**config.mk**
```make
export PLATFORM = sky130hd
export DESIGN_NAME = multicycle_control_fsm
export DESIGN_NICKNAME = d
export VERILOG_FILES = /design/src/rtl/cpu24_ctrl_pkg.sv /design/src/rtl/perf_counters.sv /design/src/rtl/multicycle_control_fsm.sv
export SDC_FILE = /design/constraint.sdc
export NUM_CORES = 1
export LEC_CHECK = 0
export CAP_MARGIN = 40
export CORE_ASPECT_RATIO = 0.75
export CORE_MARGIN = 3
export CORE_UTILIZATION = 36
export CTS_BUF_LIST = sky130_fd_sc_hd__clkbuf_16
export DETAILED_ROUTE_END_ITERATION = 12
export MAX_ROUTING_LAYER = met4
export PLACE_DENSITY = 0.9
export SLEW_MARGIN = 20
export SYNTH_ARGS = -nofsm -noshare
export SYNTH_HDL_FRONTEND = slang
export SYNTH_SLANG_ARGS = --single-unit
```
**constraint.sdc**
```tcl
create_clock -name Clock -period 3.84 [get_ports Clock]
set_input_delay 0.768 -clock Clock [delete_from_list [all_inputs] [get_ports Clock]]
set_output_delay 0.768 -clock Clock [all_outputs]
set_load 0.01 [all_outputs]
```
**src/rtl/cpu24_ctrl_pkg.sv**
```systemverilog
// Shared constants for the 24-bit CPU multi-cycle control sequencer:
// opcodes, ALUOp encodings, FSM state encoding and an opcode legality helper.
package cpu24_ctrl_pkg;

    localparam logic [3:0] OP_RTYPE = 4'b0000;
    localparam logic [3:0] OP_ADDI  = 4'b0001;
    localparam logic [3:0] OP_LW    = 4'b1000;
    localparam logic [3:0] OP_SW    = 4'b1001;
    localparam logic [3:0] OP_BEQ   = 4'b0100;
    localparam logic [3:0] OP_BNE   = 4'b0101;
    localparam logic [3:0] OP_HALT  = 4'b1111;

    localparam logic [1:0] ALUOP_ADD   = 2'b00;
    localparam logic [1:0] ALUOP_SUB   = 2'b01;
    localparam logic [1:0] ALUOP_FUNCT = 2'b10;
    localparam logic [1:0] ALUOP_ITYPE = 2'b11;

    typedef enum logic [2:0] {
        ST_IDLE   = 3'd0,
        ST_FETCH  = 3'd1,
        ST_DECODE = 3'd2,
        ST_EXEC   = 3'd3,
        ST_MEM    = 3'd4,
        ST_WB     = 3'd5,
        ST_HALT   = 3'd6
    } state_t;

    function automatic logic is_legal_op(input logic [3:0] op);
        case (op)
            OP_RTYPE, OP_ADDI, OP_LW, OP_SW,
            OP_BEQ, OP_BNE, OP_HALT: return 1'b1;
            default:                 return 1'b0;
        endcase
    endfunction

endpackage

```
**src/rtl/perf_counters.sv**
```systemverilog
// Cycle and retired-instruction counters for the control sequencer.
// Only instantiated when PERF_COUNTER_EN is defined.
module perf_counters #(
    parameter int WIDTH = 24
) (
    input  logic             Clock,
    input  logic             Reset,
    input  logic             active,
    input  logic             retire,
    output logic [WIDTH-1:0] cycle_count,
    output logic [WIDTH-1:0] instr_count
);

    // Both counters wrap naturally modulo 2^WIDTH.
    always_ff @(posedge Clock) begin
        if (Reset) begin
            cycle_count <= '0;
            instr_count <= '0;
        end else begin
            if (active) cycle_count <= cycle_count + 1'b1;
            if (retire) instr_count <= instr_count + 1'b1;
        end
    end

endmodule

```
**src/rtl/multicycle_control_fsm.sv**
```systemverilog
// Multi-cycle FETCH/DECODE/EXEC/MEM/WB control sequencer for the 24-bit CPU.
// Define PERF_COUNTER_EN to build the cycle/instruction performance counters.
module multicycle_control_fsm #(
    parameter int RESET_PC_HOLD = 1
) (
    input  logic        Clock,
    input  logic        Reset,
    input  logic        Start,
    input  logic [3:0]  opcode,
    input  logic        Zero,
    input  logic        MemReady,
    output logic        PCWrite,
    output logic        PCWriteCond,
    output logic        IRWrite,
    output logic        RegDst,
    output logic        Branch,
    output logic        MemRead,
    output logic        MemWrite,
    output logic        RegWrite,
    output logic        MemToReg,
    output logic        ALUSrc,
    output logic [1:0]  ALUOp,
    output logic        Halted,
    output logic        Illegal,
    output logic [23:0] cycle_count,
    output logic [23:0] instr_count
);
    import cpu24_ctrl_pkg::*;

    localparam int HOLD_W = (RESET_PC_HOLD > 1) ? $clog2(RESET_PC_HOLD + 1) : 1;
    localparam logic [HOLD_W-1:0] HOLD_INIT = HOLD_W'(RESET_PC_HOLD);

    state_t            state, state_nxt;
    logic [HOLD_W-1:0] hold_cnt;
    logic [3:0]        op_q;
    logic              illegal_q;

    always_ff @(posedge Clock) begin
        if (Reset) begin
            state     <= ST_IDLE;
            hold_cnt  <= HOLD_INIT;
            op_q      <= '0;
            illegal_q <= 1'b0;
        end else begin
            state <= state_nxt;
            if (state == ST_IDLE && hold_cnt != '0)
                hold_cnt <= hold_cnt - HOLD_W'(1);
            if (state == ST_DECODE) begin
                op_q <= opcode;
                if (!is_legal_op(opcode))
                    illegal_q <= 1'b1;
            end
        end
    end

    assign Illegal = illegal_q;

    // Moore decode on (state, op_q); PCWriteCond alone follows Zero live in EXEC.
    always_comb begin
        state_nxt   = state;
        PCWrite     = 1'b0;
        PCWriteCond = 1'b0;
        IRWrite     = 1'b0;
        RegDst      = 1'b0;
        Branch      = 1'b0;
        MemRead     = 1'b0;
        MemWrite    = 1'b0;
        RegWrite    = 1'b0;
        MemToReg    = 1'b0;
        ALUSrc      = 1'b0;
        ALUOp       = ALUOP_ADD;
        Halted      = 1'b0;

        case (state)
            ST_IDLE: begin
                if (hold_cnt == '0 && Start)
                    state_nxt = ST_FETCH;
            end
            ST_FETCH: begin
                IRWrite   = 1'b1;
                PCWrite   = 1'b1;
                state_nxt = ST_DECODE;
            end
            ST_DECODE: begin
                if (opcode == OP_HALT || !is_legal_op(opcode))
                    state_nxt = ST_HALT;
                else
                    state_nxt = ST_EXEC;
            end
            ST_EXEC: begin
                case (op_q)
                    OP_RTYPE: begin
                        ALUOp     = ALUOP_FUNCT;
                        state_nxt = ST_WB;
                    end
                    OP_ADDI: begin
                        ALUOp     = ALUOP_ITYPE;
                        ALUSrc    = 1'b1;
                        state_nxt = ST_WB;
                    end
                    OP_LW, OP_SW: begin
                        ALUOp     = ALUOP_ADD;
                        ALUSrc    = 1'b1;
                        state_nxt = ST_MEM;
                    end
                    OP_BEQ: begin
                        ALUOp       = ALUOP_SUB;
                        Branch      = 1'b1;
                        PCWriteCond = Zero;
                        state_nxt   = ST_FETCH;
                    end
                    OP_BNE: begin
                        ALUOp       = ALUOP_SUB;
                        Branch      = 1'b1;
                        PCWriteCond = ~Zero;
                        state_nxt   = ST_FETCH;
                    end
                    default: state_nxt = ST_HALT;
                endcase
            end
            ST_MEM: begin
                // Address path held steady for the whole wait.
                ALUOp    = ALUOP_ADD;
                ALUSrc   = 1'b1;
                MemRead  = (op_q == OP_LW);
                MemWrite = (op_q == OP_SW);
                if (MemReady)
                    state_nxt = (op_q == OP_LW) ? ST_WB : ST_FETCH;
            end
            ST_WB: begin
                RegWrite  = 1'b1;
                RegDst    = (op_q == OP_RTYPE);
                MemToReg  = (op_q == OP_LW);
                state_nxt = ST_FETCH;
            end
            ST_HALT: begin
                Halted = 1'b1;
            end
            default: state_nxt = ST_IDLE;
        endcase
    end

`ifdef PERF_COUNTER_EN
    logic active, retire;

    assign active = (state != ST_IDLE) && (state != ST_HALT);
    assign retire = (state == ST_WB)
                  || (state == ST_EXEC && (op_q == OP_BEQ || op_q == OP_BNE))
                  || (state == ST_MEM && op_q == OP_SW && MemReady);

    perf_counters #(.WIDTH(24)) u_perf (
        .Clock       (Clock),
        .Reset       (Reset),
        .active      (active),
        .retire      (retire),
        .cycle_count (cycle_count),
        .instr_count (instr_count)
    );
`else
    assign cycle_count = '0;
    assign instr_count = '0;
`endif

endmodule
```
==> flow_summary.yaml <==
routing:
  routed_wire_length_per_instance_um: 9.99
  routed-via-count: 704
  detail_route.first_pass.iterations: 4
  detail_route.wirelength_um: 1730
  number_of_design_rule_violations_left_by_the_first_detailed_router_iteration: 36
  route.detailed.drc: 0
  postRouteAntennaNets: 0
  route.detailed.vias_per_inst: 4.07
critical_path:
  worstPathRequired_ns: 3.07
  timing.critical_path.cells: "clkdlybuf4s50_1 -> xor2_1 -> and3_1 -> clkdlybuf4s50_1"
  timing.critical_path.arrival_ns: 2.06
  max_stage_delay_ns: 0.53
  slowest_stage: "sky130_fd_sc_hd__clkdlybuf4s50_1"
  r2r_start: "state[0]"
  timing_worst_setup_path_type: "input port to primary output"
  type_of_destination_of_the_critical_path: "primary output"
  critPathLaunchType: "input port"
  maximum_fanout_encountered_on_the_critical_timing_path: 1
  crit_top_cell: "sky130_fd_sc_hd__clkdlybuf4s50_1"
  crit_startpoint: "Zero"
floorplan:
  boundaryPins: 71
  die-height_um: 50.2
  die_w_um: 65.0
  area_inside_the_core_boundary_um2: 2380
  fp.dieArea_um2: 3260
  initial_utilization: 0.394
  placement_rows: 15
power:
  power.ir.vdd_worst_mv: 0.377
  fin_total_pwr_w: 0.000523
  power_density_nw_per_um2: 493
  power_leakage_nw: 0.475
final_layout:
  finish.net_count: 149
  final_common_cell: "sky130_fd_sc_hd__conb_1"
  num_antenna_cells: 0
  most-common-layout-cells: "sky130_fd_sc_hd__conb_1 (48), sky130_fd_sc_hd__clkdlybuf4s50_1 (22), sky130_fd_sc_hd__nor2_1 (13), sky130_fd_sc_hd__dfxtp_1 (9), sky130_fd_sc_hd__inv_1 (5)"
  area_growth_syn_to_layout_pct: 13.1
  drive_gt1_frac: 0.0576
  post_layout_nonfiller_instances: 173
clock_network:
  postCtsSetupBuffers: 0
  maximum_clock_insertion_buffer_count: 2
  clk_transition_reported_paths_ns: 0.04
  numCtsBuffers: 3
  root_buffer: "sky130_fd_sc_hd__clkbuf_16"
  cts_max_level: 1
  post_cts_repair_resize_count: 0
  tritoncts: "built"
  insertion_delay_ns: 0.23
  cts-hold-fix-buffers: 0
  clkSinkCount: 9
placement:
  port-buffer-count: 22
  final_hpwl_from_detailed_placement_um: 1390
  dp_cells: 169
  pre_cts_setup_slack_ns: 1.01
  globalplace.congestion: 0.840
timing:
  finalSetupTns_ns: 0
  setup_repair_after_global_routing_missed_its_margin: "no"
  worst_slew_pin_slew_ns: 0.528
  finalWorstSetupSlack_ns: 1.01
  hold_viol: 0
  final.min_clock_period_ns: 2.83
  max_freq_ghz: 0.354
  final_worst_clock_skew_ns: 0.00130
  fin_crit_sh: 0.736
  slew_headroom: 0.646
  final_max_slew_viol_count: 0
  setup_violations: 0
logic_synthesis:
  synth_edf_count: 0
  synth_flop_cell: "sky130_fd_sc_hd__dfxtp_1"
  synth_top_cell_area_share: 0.392
  synth_top_cells_by_area: "sky130_fd_sc_hd__buf_4 (39%), sky130_fd_sc_hd__dfxtp_1 (19%), sky130_fd_sc_hd__nor2_1 (5.2%), sky130_fd_sc_hd__mux2i_1 (4.3%), sky130_fd_sc_hd__nor3_1 (1.6%)"
  yosys_register_bits: 9
  synth_cell_types: 40
  yosys.area.top_type: "sky130_fd_sc_hd__buf_4"
  ys_async_sr_fraction: 0
  syn_inst: 120
  post_synth.cell_area_avg_um2: 7.82
  yosysSeqAreaShare: 0.192
  cell_area_synth_um2: 938
  yosysWarningCount: 0
grt:
  grt_pass1_wl_um: 2370
  antenna_found_initial: 0
  track_usage: 0.0967
  grt_max_degree: 12
  first_global_vias: 494
  grt_remaining_overflow: 0
run_status:
  outcome: "finished, final reports clean"
worst_hold_path:
  worstHoldPathType: "flop to flop"
  worst_hold_startpoint: "hold_cnt"
flow_run:
  max_cap_violations: 0
-- report_power, final --
group	switching (W)	internal (W)	leakage, nW
registers	0.0000423	0.000117	0.0736
clock network	0.0000441	0.000136	0.0423
logic	0.0000999	0.0000838	0.359
-- Yosys cell counts, types with 2 or more instances --
| library cell | instances |
|---|---|
| sky130_fd_sc_hd__buf_4 | 49 |
| sky130_fd_sc_hd__nor2_1 | 13 |
| sky130_fd_sc_hd__dfxtp_1 | 9 |
| sky130_fd_sc_hd__inv_1 | 4 |
| sky130_fd_sc_hd__mux2i_1 | 4 |
| sky130_fd_sc_hd__nor3_1 | 3 |
| sky130_fd_sc_hd__a211oi_1 | 2 |
| sky130_fd_sc_hd__and2_1 | 2 |
| sky130_fd_sc_hd__clkbuf_1 | 2 |
| sky130_fd_sc_hd__nand2_1 | 2 |
-- through the flow --
step                cell area, µm²  utilization  hold slack, ns
floorplan                     1110            -           0.440
global placement               982        0.412           0.450
detailed placement             982        0.412           0.461
CTS                           1060        0.445           0.471
global route                  1060        0.445           0.504
finish                        1060        0.445           0.462
-- cells by family after synthesis --
logic type	share of synthesized area
buffers and inverters	0.437
AND/OR/NAND/NOR	0.188
AO/OA/AOI/OAI	0.127
flip-flops	0.192
multiplexers	0.0427
XOR/XNOR	0.00934
other	0.00400
-- area by class of cell --
cell class / count / area [µm²]
timing repair buffer: 22 / 220
sequential: 9 / 180
multi-input combinational: 100 / 524
inverter: 4 / 15.0
fill: 260 / 1320
clock buffer: 3 / 75.1
clock inverter: 1 / 3.75
tap: 34 / 42.5
-- registers in the layout, summed over array words and instances, names as in the netlist --
signal and count:
state 3, hold_cnt 1, op_q 4, Illegal 1
-- worst max-delay path: cells and delay by family --
family | cells | cell delay [ns]
xor gates and xnor gates | 1 | 0.13
and+or+nand+nor | 1 | 0.16
buffers and inverters | 2 | 1.00
-- final timing paths --
kind | to | slack, ns | depth (start not counted)
max | PCWriteCond | 1.01 | 4
max reg2reg | state[0] | 2.22 | 3
min reg2reg | hold_cnt | 0.46 | 2
min | hold_cnt | 0.46 | 2
-- layer usage --
metal	share of wire	global-route usage	up-vias
met5	0	-	-
li1	-	-	350
met4	0	0.0105	0
met1	0.45	0.147	317
met3	0.12	0.0470	0
met2	0.43	0.114	37
No activity file was read; power rests on OpenSTA's default activity.
